==> src/rtl/nec_clk_gen_if.sv <==
// nec_clk_gen_if: bundles the control inputs and clock/status outputs of
// nec_clk_gen. With NEC_CLK_GEN_DUTY_EN defined, a separate low-phase
// divisor (div_low) is added.
//
// Handshake: the step request is accepted on a rising clk_sys edge where
// step=1, mode=2'b10, step_busy=0 and nec_reset=0. step_busy rises on the
// next cycle and stays high until the cycle in which step_done pulses.
interface nec_clk_gen_if #(
  parameter int DIV_W = 8,
  parameter int CNT_W = 32
);
  logic [DIV_W-1:0] div_half;
`ifdef NEC_CLK_GEN_DUTY_EN
  logic [DIV_W-1:0] div_low;
`endif
  logic [1:0]       mode;
  logic             step;
  logic             nec_clk;
  logic             ce_rise;
  logic             ce_fall;
  logic             nec_reset;
  logic             running;
  logic             step_busy;
  logic             step_done;
  logic [CNT_W-1:0] cycle_count;
  logic [1:0]       dbg_state;

  modport master (
`ifdef NEC_CLK_GEN_DUTY_EN
    output div_low,
`endif
    output div_half, mode, step,
    input  nec_clk, ce_rise, ce_fall, nec_reset, running,
    input  step_busy, step_done, cycle_count, dbg_state
  );

  modport slave (
`ifdef NEC_CLK_GEN_DUTY_EN
    input  div_low,
`endif
    input  div_half, mode, step,
    output nec_clk, ce_rise, ce_fall, nec_reset, running,
    output step_busy, step_done, cycle_count, dbg_state
  );
endinterface

==> src/rtl/nec_clk_gen.sv <==
// nec_clk_gen: programmable NEC CPU clock and reset generator.
// Produces nec_clk with a runtime half-period, one-cycle rise/fall strobes,
// a post-reset hold of nec_reset for RESET_CYCLES rising edges,
// run/stop/single-step control and a free-running rising-edge counter.
// Optional macro NEC_CLK_GEN_DUTY_EN: adds div_low so the low phase can
// have its own length; otherwise both phases use div_half.
// The interface instance must use the same DIV_W/CNT_W as this module.
module nec_clk_gen #(
  parameter int DIV_W        = 8,
  parameter int CNT_W        = 32,
  parameter int RESET_CYCLES = 16
) (
  input  logic          clk_sys,
  input  logic          reset,
  nec_clk_gen_if.slave  bus
);

  // Control FSM: hold (nec_reset asserted), idle, step waiting for its
  // rise, step waiting for its fall.
  typedef enum logic [1:0] {
    ST_HOLD      = 2'd0,
    ST_IDLE      = 2'd1,
    ST_STEP_RISE = 2'd2,
    ST_STEP_FALL = 2'd3
  } state_t;

  state_t           state_q, state_d;
  logic [7:0]       hold_cnt_q, hold_cnt_d;
  logic [DIV_W-1:0] cnt_q, cnt_d;
  logic             nec_clk_q, nec_clk_d;
  logic             ce_rise_q, ce_rise_d;
  logic             ce_fall_q, ce_fall_d;
  logic             step_done_q, step_done_d;
  logic [CNT_W-1:0] cycle_count_q, cycle_count_d;

  logic [DIV_W-1:0] phase_sel;
  logic [DIV_W-1:0] phase_last;
  logic             term;
  logic             rise_ev;
  logic             fall_ev;
  logic             hold_active;
  logic             step_busy;
  logic             rise_allow;
  logic             step_accept;

  // Length of the current phase minus one; a zero divisor counts as one.
  always_comb begin
`ifdef NEC_CLK_GEN_DUTY_EN
    phase_sel = nec_clk_q ? bus.div_half : bus.div_low;
`else
    phase_sel = bus.div_half;
`endif
    phase_last = (phase_sel == '0) ? '0 : (phase_sel - DIV_W'(1));
    term       = (cnt_q >= phase_last);
  end

  // FSM outputs: hold, busy flags and the rising-edge allow condition.
  always_comb begin
    hold_active = (state_q == ST_HOLD);
    step_busy   = (state_q == ST_STEP_RISE) || (state_q == ST_STEP_FALL);
    rise_allow  = (bus.mode == 2'b00) || hold_active || (state_q == ST_STEP_RISE);
    step_accept = bus.step && (bus.mode == 2'b10) && (state_q == ST_IDLE);
  end

  // Phase counter and edge generation; falls are never suppressed, a
  // suppressed rise parks the counter at the phase end.
  always_comb begin
    cnt_d         = cnt_q;
    nec_clk_d     = nec_clk_q;
    ce_rise_d     = 1'b0;
    ce_fall_d     = 1'b0;
    rise_ev       = 1'b0;
    fall_ev       = 1'b0;
    cycle_count_d = cycle_count_q;
    if (!term) begin
      cnt_d = cnt_q + DIV_W'(1);
    end else if (nec_clk_q) begin
      fall_ev   = 1'b1;
      nec_clk_d = 1'b0;
      ce_fall_d = 1'b1;
      cnt_d     = '0;
    end else if (rise_allow) begin
      rise_ev       = 1'b1;
      nec_clk_d     = 1'b1;
      ce_rise_d     = 1'b1;
      cnt_d         = '0;
      cycle_count_d = cycle_count_q + CNT_W'(1);
    end else begin
      cnt_d = phase_last;
    end
  end

  // Next-state logic for the hold/step FSM.
  always_comb begin
    state_d     = state_q;
    hold_cnt_d  = hold_cnt_q;
    step_done_d = 1'b0;
    case (state_q)
      ST_HOLD: begin
        if (ce_rise_q) begin
          hold_cnt_d = hold_cnt_q + 8'd1;
          if (hold_cnt_q == 8'(RESET_CYCLES - 1)) begin
            state_d = ST_IDLE;
          end
        end
      end
      ST_IDLE: begin
        if (step_accept) begin
          state_d = ST_STEP_RISE;
        end
      end
      ST_STEP_RISE: begin
        if (rise_ev) begin
          state_d = ST_STEP_FALL;
        end
      end
      ST_STEP_FALL: begin
        if (fall_ev) begin
          state_d     = ST_IDLE;
          step_done_d = 1'b1;
        end
      end
      default: state_d = ST_IDLE;
    endcase
  end

  // FSM state register with synchronous reset back into the hold.
  always_ff @(posedge clk_sys) begin
    if (reset) begin
      state_q     <= ST_HOLD;
      hold_cnt_q  <= '0;
      step_done_q <= 1'b0;
    end else begin
      state_q     <= state_d;
      hold_cnt_q  <= hold_cnt_d;
      step_done_q <= step_done_d;
    end
  end

  // Datapath registers: phase counter, clock, strobes and edge counter.
  always_ff @(posedge clk_sys) begin
    if (reset) begin
      cnt_q         <= '0;
      nec_clk_q     <= 1'b0;
      ce_rise_q     <= 1'b0;
      ce_fall_q     <= 1'b0;
      cycle_count_q <= '0;
    end else begin
      cnt_q         <= cnt_d;
      nec_clk_q     <= nec_clk_d;
      ce_rise_q     <= ce_rise_d;
      ce_fall_q     <= ce_fall_d;
      cycle_count_q <= cycle_count_d;
    end
  end

  assign bus.nec_clk     = nec_clk_q;
  assign bus.ce_rise     = ce_rise_q;
  assign bus.ce_fall     = ce_fall_q;
  assign bus.nec_reset   = hold_active;
  assign bus.running     = rise_allow & ~reset;
  assign bus.step_busy   = step_busy;
  assign bus.step_done   = step_done_q;
  assign bus.cycle_count = cycle_count_q;
  assign bus.dbg_state   = state_q;

endmodule

==> src/flat_wrapper.sv <==
// flat-port wrapper written by rule: the top's interface ports become plain ports
module nec_clk_gen_flat 
#(
  parameter int DIV_W        = 8,
  parameter int CNT_W        = 32,
  parameter int RESET_CYCLES = 16
)
  (clk_sys, reset, bus_div_half, bus_mode, bus_step, bus_nec_clk, bus_ce_rise, bus_ce_fall, bus_nec_reset, bus_running, bus_step_busy, bus_step_done, bus_cycle_count, bus_dbg_state);
  nec_clk_gen_if #(.DIV_W(DIV_W), .CNT_W(CNT_W)) bus_i ();
  input  logic clk_sys;
  input  logic reset;
  input wire logic [$bits(bus_i.div_half)-1:0] bus_div_half;
  input wire logic [$bits(bus_i.mode)-1:0] bus_mode;
  input wire logic [$bits(bus_i.step)-1:0] bus_step;
  output wire logic [$bits(bus_i.nec_clk)-1:0] bus_nec_clk;
  output wire logic [$bits(bus_i.ce_rise)-1:0] bus_ce_rise;
  output wire logic [$bits(bus_i.ce_fall)-1:0] bus_ce_fall;
  output wire logic [$bits(bus_i.nec_reset)-1:0] bus_nec_reset;
  output wire logic [$bits(bus_i.running)-1:0] bus_running;
  output wire logic [$bits(bus_i.step_busy)-1:0] bus_step_busy;
  output wire logic [$bits(bus_i.step_done)-1:0] bus_step_done;
  output wire logic [$bits(bus_i.cycle_count)-1:0] bus_cycle_count;
  output wire logic [$bits(bus_i.dbg_state)-1:0] bus_dbg_state;
  assign bus_i.div_half = bus_div_half;
  assign bus_i.mode = bus_mode;
  assign bus_i.step = bus_step;
  assign bus_nec_clk = bus_i.nec_clk;
  assign bus_ce_rise = bus_i.ce_rise;
  assign bus_ce_fall = bus_i.ce_fall;
  assign bus_nec_reset = bus_i.nec_reset;
  assign bus_running = bus_i.running;
  assign bus_step_busy = bus_i.step_busy;
  assign bus_step_done = bus_i.step_done;
  assign bus_cycle_count = bus_i.cycle_count;
  assign bus_dbg_state = bus_i.dbg_state;
  nec_clk_gen #(.DIV_W(DIV_W), .CNT_W(CNT_W), .RESET_CYCLES(RESET_CYCLES)) u_core (.clk_sys(clk_sys), .reset(reset), .bus(bus_i));
endmodule
==> config.mk <==
export PLATFORM = sky130hd
export DESIGN_NAME = nec_clk_gen_flat
export DESIGN_NICKNAME = d
export VERILOG_FILES = /design/src/rtl/nec_clk_gen_if.sv /design/src/rtl/nec_clk_gen.sv /design/src/flat_wrapper.sv
export SDC_FILE = /design/constraint.sdc
export NUM_CORES = 1
export LEC_CHECK = 0
export ABC_AREA = 1
export ABC_CLOCK_PERIOD_IN_PS = 6850
export CORE_MARGIN = 1.5
export CORE_UTILIZATION = 61
export CTS_BUF_LIST = sky130_fd_sc_hd__clkbuf_8
export DETAILED_ROUTE_END_ITERATION = 10
export PLACE_DENSITY = 0.89
export SLEW_MARGIN = 20
export SYNTH_ARGS = -nofsm -noshare
export SYNTH_HDL_FRONTEND = slang
export SYNTH_SLANG_ARGS = --single-unit
==> constraint.sdc <==
create_clock -name clk_sys -period 6.85 [get_ports clk_sys]
set_input_delay 1.0275 -clock clk_sys [delete_from_list [all_inputs] [get_ports clk_sys]]
set_output_delay 1.0275 -clock clk_sys [all_outputs]
set_load 0.01 [all_outputs]
==> flow_summary.toml, run 1 <==
[cts]
clock_latency_ns = 0.31
post-cts-setup-buffer-count = 0
clk_pin_slew_ns = 0.10
cts-hold-fix-buffers = 0
cts_htree_levels = 2
cts_sinks = 54
cts_tree = "done"
clk_path_buf_depth = 2
ctsResizeCount = 0
numCtsBuffers = 5
clock-root-buffer = "clkbuf_8"

[routing]
drc = 0
ant_nets = 0
routed_wl_um = 8244
via_per_inst = 5.332
drt_iter0_markers = 286
vias = 3487
first_pass_iters = 5
wire_per_inst_um = 12.61

[global_route]
grt_usage = 0.2755
grt_pass1_vias = 3078
grt_max_degree = 38
grt_busiest_layer = "met2"
grtUsageMet3 = 0.04023
grt_pass1_wl_um = 13810
use_met1 = 0.3782
grt_use_met2 = 0.4491
overflow = 0
antenna_found_initial = 0

[yosys]
avgSynthCellArea_um2 = 6.626
async_reset_ff_frac = 0
synth_cells = 531
synth-edff-count = 0
syn_nets = 562
ys.flop_type = "dfxtp_1"
synth-seq-cells = 54
synth_top_area_frac = 0.3073
synth_cell_type_count = 38
yosysWarnings = 0
netlist_area_mm2 = 0.003518
synthTopCellsByCount = "141 x nand2_1, 69 x nor2_1, 65 x inv_1"
seq_area_frac_synth = 0.3073
netlist_top_cells_area = "dfxtp_1 31%, nand2_1 15%, nor2_1 7.4%"
synth.most_common_cell = "nand2_1"
yosys.area.top_type = "dfxtp_1"

[sta]
finalMaxSlewViolations = 0
tightest_slew_ns = 0.5203
hold_ws_ns = 0.4868
fmax_mhz = 240.6
finalSetupViolCount = 0
fin_crit_sh = 0.6066
worst_slack_ns = 2.694
hold_viol_final = 0
final.min_clock_period_ns = 4.156
finalSetupTns_ns = 0
rsz0062_at_grt = "false"
worst_clock_skew_ns = 0.006716
maxSlewHeadroom = 0.6510

[floorplanning]
ios = 54
initial_core_util = 0.6350
rows = 27
die_area_mm2 = 0.006232
die_h_um = 78.95
core_area_mm2 = 0.005540
dieWidth_um = 78.95

[setup_path]
crit_type = "in -> reg"
crit_arrival_ns = 4.41
path_max_fanout = 35
crit_path_start_kind = "input pin"
endpoint_kind = "register"
required_ns = 7.11

[cells_and_area]
nFillCells = 459
final_nets = 612
fin_util = 0.7570
antenna_cells = 0
drive_gt1_frac = 0.07904
final_cell_area_mm2 = 0.004194
area_growth_pct = 19.20

[job]
max_cap_violations = 0

[pwr]
power.leakage_nw = 1.568
switching_share = 0.2862
p_seq_frac = 0.474
power.density_mw_per_mm2 = 166.5
p_comb_frac = 0.220
ir_worst_vdd_mv = 0.2023
power_switching_uw = 199.9
internal_power_uw = 498.4
clkPwrFrac = 0.306

[min_path]
hp-class = "reg -> reg"

[place]
post-place-ws_ns = 2.460
hpwl_um = 6131
place_area_mm2 = 0.004085
gp_congestion = 0.9508
io_buffers = 53

[status]
status = "finished clean"
## path summary, 6_finish.rpt
path	startpoint	endpoint	slack (ns)	depth (start not counted)
worst max-delay path	bus_div_half[0]	u_core.bus.cycle_count[21]$_SDFFE_PP0P_	2.69	18
worst min-delay path	u_core.hold_cnt_q[7]$_SDFFE_PP0P_	u_core.hold_cnt_q[7]$_SDFFE_PP0P_	0.49	2
worst max register to register	u_core.bus.dbg_state[0]$_SDFFE_PP0P_	u_core.bus.cycle_count[21]$_SDFFE_PP0P_	4.37	9
worst min register to register	u_core.hold_cnt_q[7]$_SDFFE_PP0P_	u_core.hold_cnt_q[7]$_SDFFE_PP0P_	0.49	2
## layout by cell type, fill, tap and decap left out, types with 2 or more instances in the layout
cell,Yosys,final
a21oi_1,39,39
a21oi_2,4,4
a31oi_1,2,2
clkbuf_8,0,5
clkdlybuf4s50_1,0,53
clkinv_2,1,3
dfxtp_1,54,54
ha_1,18,18
inv_1,65,65
inv_2,4,4
nand2_1,141,141
nand2_2,5,5
nand2_4,2,2
nand3_1,22,22
nand3b_1,2,2
nand4_1,10,10
nor2_1,69,69
nor2_2,5,5
nor2_4,4,4
nor3_1,10,10
nor3_2,6,6
nor3_4,2,2
o21a_1,3,3
o21ai_0,14,14
o21ai_1,6,6
or2_2,2,2
xnor2_1,9,9
xor2_1,14,14
## state kept, by name (all words and copies together), names as in the netlist
| signal | count |
|---|---|
| u_core.bus.nec_clk | 1 |
| u_core.bus.ce_rise | 1 |
| u_core.cnt_q | 8 |
| u_core.bus.dbg_state | 2 |
| u_core.bus.cycle_count | 32 |
| u_core.hold_cnt_q | 8 |
| u_core.bus.step_done | 1 |
| u_core.bus.ce_fall | 1 |
## area by class of cell
class,count,area [µm²],share of cell area
timing repair buffer,54,538.0,0.1283
clock buffer,5,68.82,0.01641
tap,72,90.09,0.02148
clock inverter,3,40.04,0.009547
sequential,54,1081,0.2578
inverter,71,267.8,0.06384
multi-input combinational,395,2108,0.5027
## stage by stage
| stage | power (mW) | std cells |
|---|---|---|
| final | 0.6983 | 654 |
| after global routing | 0.7303 | 654 |
| after CTS | 0.7019 | 654 |
| after detailed placement | 0.4919 | 646 |
| after global placement | 0.4848 | 646 |
| after floorplan | 0.4337 | 531 |
## power by group through the flow
stage	Sequential [mW]	Combinational, mW	Clock, mW
detailed placement	0.338	0.154	0
finish	0.331	0.153	0.214
floorplan	0.339	0.0943	0
global placement	0.338	0.147	0
global route	0.333	0.171	0.227
CTS	0.331	0.154	0.217
## critical path, stage by stage
cell             delay, ns
clkdlybuf4s50_1       0.48
inv_1                 0.09
ha_1                  0.20
nand3_1               0.07
nor2_1                0.07
inv_1                 0.23
o21ai_0               0.16
nor2_1                0.16
inv_1                 0.06
ha_1                  0.29
a21oi_1               0.14
o21a_1                0.18
nand2_4               0.10
nand2_4               0.32
clkinv_2              0.39
nand3_1               0.20
o21ai_0               0.11
nor2_1                0.12
## layer usage
layer / wire length, µm / up-vias
li1: - / 1784
met1: 3698 / 1551
met2: 3890 / 135
met3: 516 / 17
met4: 138 / 0
met5: 0 / -
## kinds of logic after synthesis
kind of cell / synth area share
flops: 0.3073
compound gates: 0.1078
xor+xnor: 0.05726
fa+ha+maj: 0.06401
buf+inv: 0.09352
simple gates: 0.3702
Power figures use the tool's default switching activity.
==> run 2: changes to the inputs <==
--- a/config.mk
+++ b/config.mk
@@ -6,12 +6,12 @@
 export NUM_CORES = 1
 export LEC_CHECK = 0
 export ABC_AREA = 1
-export ABC_CLOCK_PERIOD_IN_PS = 6850
+export ABC_CLOCK_PERIOD_IN_PS = 4100
 export CORE_MARGIN = 1.5
-export CORE_UTILIZATION = 61
+export CORE_UTILIZATION = 56
 export CTS_BUF_LIST = sky130_fd_sc_hd__clkbuf_8
 export DETAILED_ROUTE_END_ITERATION = 10
-export PLACE_DENSITY = 0.89
+export PLACE_DENSITY = 0.82
 export SLEW_MARGIN = 20
 export SYNTH_ARGS = -nofsm -noshare
 export SYNTH_HDL_FRONTEND = slang
==> constraint.sdc (replaced) <==
create_clock -name clk_sys -period 4.1 [get_ports clk_sys]
set_input_delay 0.615 -clock clk_sys [delete_from_list [all_inputs] [get_ports clk_sys]]
set_output_delay 0.615 -clock clk_sys [all_outputs]
set_load 0.01 [all_outputs]
==> flow_summary.toml, run 2 (synthesis gave the netlist of run 1 again) <==
[routing]
ant_nets = 0
vias = 3539
via_per_inst = 5.378
first_pass_iters = 7
drt_iter0_markers = 241
routed_wl_um = 8473
drc = 0
wire_per_inst_um = 12.88

[place]
hpwl_um = 6426
io_buffers = 53
place_area_mm2 = 0.004096
gp_congestion = 0.9287

[setup_path]
slowest_delay_ns = 0.47
r2r-start = "u_core.bus.dbg_state[0]$_SDFFE_PP0P_"
crit_path_start = "bus_div_half[0]"
crit_path_start_kind = "input pin"
required_ns = 4.31
critPathBufInv = 6
crit_arrival_ns = 3.61
reg2reg_depth = 10
endpoint_kind = "register"
cp.depth = 19
path_max_fanout = 24
critPathMostFrequentCell = "inv_1"
critical-path-top-delay-family = "buffers and inverters"
path_cells = "clkdlybuf4s50_1 -> inv_1 -> ha_1 -> nand3_1 -> nor2_1 -> inv_1 -> o21ai_0 -> nor2_1 -> inv_1 -> ha_1 -> a21oi_1 -> o21a_1 -> nand2_4 -> nand2_4 -> clkinv_2 -> nand3_1 -> nand2_1 -> inv_1 -> nor2_1"
cp_slowest_cell = "clkdlybuf4s50_1"
crit_type = "in -> reg"

[sta]
maxSlewHeadroom = 0.6436
rsz0062_at_grt = "false"
finalMaxSlewViolations = 0
fin_crit_sh = 0.8312
final.min_clock_period_ns = 3.408
hold_ws_ns = 0.4785
tightest_slew_ns = 0.5313
fmax_mhz = 293.4
hold_viol_final = 0
worst_clock_skew_ns = 0.008378
finalSetupViolCount = 0
finalSetupTns_ns = 0

[global_route]
grt_pass1_wl_um = 13980
grt_max_degree = 38
antenna_found_initial = 0
grt_usage = 0.2670
overflow = 0
grt_use_met2 = 0.4488
grt_busiest_layer = "met2"
grt_pass1_vias = 3184
grtUsageMet3 = 0.05275
use_met1 = 0.3446

[pwr]
power.density_mw_per_mm2 = 266.9
ir_worst_vdd_mv = 0.2368
power.leakage_nw = 1.567

[floorplanning]
core_area_mm2 = 0.005991
rows = 28
dieWidth_um = 82.27
ios = 54
die_area_mm2 = 0.006768
initial_core_util = 0.5873
die_h_um = 82.27

[cts]
cts_sinks = 54
clock-root-buffer = "clkbuf_8"
cts-hold-fix-buffers = 0
cts_tree = "done"
post-cts-setup-buffer-count = 0
cts_htree_levels = 2
ctsResizeCount = 0
clk_pin_slew_ns = 0.09
numCtsBuffers = 5
clock_latency_ns = 0.31
clk_path_buf_depth = 2

[cells_and_area]
drive_gt1_frac = 0.07890
area_growth_pct = 19.03
layout.cells.most_common = "nand2_1"
final_cell_area_mm2 = 0.004188
mostFrequentLayoutCells = "141 x nand2_1, 69 x nor2_1, 66 x inv_1"
largest_reg_flops = 32
nFillCells = 515
antenna_cells = 0
final_nets = 613

[status]
status = "finished clean"

[min_path]
hp-class = "reg -> reg"
hold_depth = 2
hp-start = "u_core.hold_cnt_q[7]$_SDFFE_PP0P_"

[job]
max_cap_violations = 0
-- run 2: cell count changes in the layout (fill, tap and decap cells not counted), sizes merged --
cell | before | now
bufinv | 1 | 0
inv | 69 | 70
clkbuf | 5 | 6
buf | 1 | 2
clkinv | 4 | 3
-- run 2: layout make-up --
class	count	area (µm²)	share of cell area
Clock buffer	6	82.58	0.01972
Inverter	71	267.8	0.06394
Tap cell	75	93.84	0.02241
Clock inverter	2	8.758	0.002091
Sequential cell	54	1081	0.2581
Multi-Input combinational cell	395	2108	0.5034
Timing Repair Buffer	55	545.5	0.1303
-- run 2: worst paths after layout --
path	end	slack (ns)
max	u_core.bus.cycle_count[21]$_SDFFE_PP0P_	0.69
min	u_core.hold_cnt_q[7]$_SDFFE_PP0P_	0.48
max reg2reg	u_core.bus.cycle_count[21]$_SDFFE_PP0P_	1.90
min reg2reg	u_core.hold_cnt_q[7]$_SDFFE_PP0P_	0.48
-- run 2: worst reg2reg max path, cell delays in order, from the launching register on --
cell	delay, ns
dfxtp_1	0.43
inv_1	0.11
ha_1	0.26
nor3_1	0.33
nor2_1	0.12
nand2_4	0.18
clkinv_2	0.31
nand3_1	0.19
nand2_1	0.07
inv_1	0.05
nor2_1	0.04
-- run 2: metrics by stage --
| stage | utilization | total power [mW] | setup slack (ns) | instances |
|---|---|---|---|---|
| global route | 0.6990 | 1.176 | 0.2968 | 658 |
| global placement | 0.6838 | 0.8128 | 0.5453 | 650 |
| finish | 0.6990 | 1.118 | 0.6919 | 658 |
| CTS | 0.6990 | 1.126 | 0.7114 | 658 |
| detailed placement | 0.6838 | 0.8222 | 0.3890 | 650 |
| floorplan | - | 0.7246 | 1.492 | 531 |
-- run 2: metal layers --
metal	up-vias	wire [µm]
met5	-	0
met4	0	110
met3	9	576
met2	110	3942
met1	1642	3843
li1	1778	-
-- run 2: where the power goes --
group / switching, mW / internal (mW) / leakage (nW)
sequential: 0.0158 / 0.538 / 0.436
clock: 0.173 / 0.134 / 0.0524
combinational: 0.142 / 0.115 / 1.08
total: 0.331 / 0.787 / 1.57
==> run 3: changes to the inputs <==
--- a/config.mk
+++ b/config.mk
@@ -6,7 +6,7 @@
 export NUM_CORES = 1
 export LEC_CHECK = 0
 export ABC_AREA = 1
-export ABC_CLOCK_PERIOD_IN_PS = 4100
+export ABC_CLOCK_PERIOD_IN_PS = 3550
 export CORE_MARGIN = 1.5
 export CORE_UTILIZATION = 56
 export CTS_BUF_LIST = sky130_fd_sc_hd__clkbuf_8
==> constraint.sdc (replaced) <==
create_clock -name clk_sys -period 3.55 [get_ports clk_sys]
set_input_delay 0.5325 -clock clk_sys [delete_from_list [all_inputs] [get_ports clk_sys]]
set_output_delay 0.5325 -clock clk_sys [all_outputs]
set_load 0.01 [all_outputs]
==> flow_summary.toml, run 3 (synthesis gave the netlist of run 1 again) <==
[cells_and_area]
area_growth_pct = 19.95
antenna_cells = 0
mostFrequentLayoutCells = "141 x nand2_1, 69 x nor2_1, 65 x inv_1"
drive_gt1_frac = 0.08062
final_nets = 613
largest_reg_flops = 32
layout.cells.most_common = "nand2_1"

[sta]
final.min_clock_period_ns = 3.097
worst_slack_ns = 0.4530
worst_clock_skew_ns = 0.01167
finalMaxSlewViolations = 0
rsz0062_at_grt = "false"
fin_crit_sh = 0.8724
tightest_slew_ns = 0.5203
fmax_mhz = 322.9
maxSlewHeadroom = 0.6510
hold_viol_final = 0
finalSetupViolCount = 0

[routing]
ant_nets = 0
wire_per_inst_um = 12.83
via_per_inst = 5.315
drc = 0
routed_wl_um = 8443
first_pass_iters = 5
drt_iter0_markers = 261
vias = 3497

[cts]
post-cts-setup-buffer-count = 0
clock-root-buffer = "clkbuf_8"
numCtsBuffers = 5
cts_tree = "done"
clk_pin_slew_ns = 0.10
clk_path_buf_depth = 2
cts_htree_levels = 2
cts_sinks = 54
clock_latency_ns = 0.31

[status]
status = "finished clean"

[pwr]
power.density_mw_per_mm2 = 320.4
ir_worst_vdd_mv = 0.2213
power.total_mw = 1.352
power.leakage_nw = 1.577

[floorplanning]
dieWidth_um = 82.27
die_h_um = 82.27
die_area_mm2 = 0.006768
initial_core_util = 0.5873
rows = 28
ios = 54
core_area_mm2 = 0.005991

[setup_path]
crit_path_start_kind = "input pin"
required_ns = 3.77
crit_type = "in -> reg"
endpoint_kind = "register"
path_max_fanout = 24
crit_arrival_ns = 3.32

[global_route]
grt_max_degree = 37
grt_usage = 0.2614
antenna_found_initial = 0
overflow = 0
grt_pass1_vias = 3100
grt_pass1_wl_um = 13790

[min_path]
hp-class = "reg -> reg"

[place]
post-place-ws_ns = -0.1272
io_buffers = 53
hpwl_um = 6313
gp_congestion = 0.9019

[job]
max_cap_violations = 0
## run 3: changes by cell type in the layout (fill, tap and decap cells not counted), sizes merged
cell	before	now
inv	70	71
bufinv	0	1
clkbuf	6	5
clkinv	3	1
clkinvlp	0	1
## run 3: power breakdown
part	internal (mW)	total (mW)	switching [mW]	leakage, nW
clock	0.208	0.416	0.208	0.0556
sequential	0.621	0.640	0.0191	0.436
combinational	0.133	0.296	0.163	1.09
## run 3: critical path, stage by stage
cell and delay [ns]:
clkdlybuf4s50_1 0.48, inv_1 0.08, ha_1 0.20, nand3_1 0.08, nor2_1 0.06, inv_2 0.15
nand2_1 0.08, nor2_1 0.17, inv_1 0.07, ha_1 0.27, nand2_1 0.06, o21a_1 0.22
nand2_4 0.13, nand2_4 0.15, inv_4 0.24, nand3_1 0.13, o21ai_0 0.16, nor2_1 0.05
## run 3: final timing paths
path                                                            from  slack [ns]  cells past startpoint                                 endpoint
worst max-delay path                                 bus_div_half[0]        0.45                     18  u_core.bus.cycle_count[21]$_SDFFE_PP0P_
worst min-delay path               u_core.hold_cnt_q[7]$_SDFFE_PP0P_        0.47                      2        u_core.hold_cnt_q[7]$_SDFFE_PP0P_
worst max register to register  u_core.bus.dbg_state[0]$_SDFFE_PP0P_        1.50                     10   u_core.bus.cycle_count[8]$_SDFFE_PP0P_
worst min register to register     u_core.hold_cnt_q[7]$_SDFFE_PP0P_        0.47                      2        u_core.hold_cnt_q[7]$_SDFFE_PP0P_
## run 3: layer usage
metal	share of wire	global-route usage	vias to the layer above
met5	0	0	-
met4	0.011	0.07119	0
met3	0.066	0.03187	9
met2	0.46	0.4285	129
met1	0.46	0.3606	1575
li1	-	-	1784
## run 3: cell type report
class                           count  area, µm²
Multi-Input combinational cell    395       2108
Fill cell                         496       1770
Sequential cell                    54       1081
Timing Repair Buffer               55      558.0
Inverter                           71      269.0
Tap cell                           75      93.84
Clock buffer                        5      68.82
Clock inverter                      3      41.29
## run 3: metrics by stage
stage	util	instances	area (µm²)	TNS (ns)	hold slack (ns)
after floorplan	-	531	3518	0	0.4432
after global placement	0.6859	650	4109	0	0.4559
after detailed placement	0.6859	650	4109	-1.020	0.4575
after CTS	0.7043	658	4219	0	0.4732
after global routing	0.7045	658	4220	0	0.5068
final	0.7045	658	4220	0	0.4712
## run 3: timing repair
action                                  4_1_cts  5_1_grt
resized for setup                             0        2
hold buffers                                  0        0
endpoints found under the setup margin        0       15
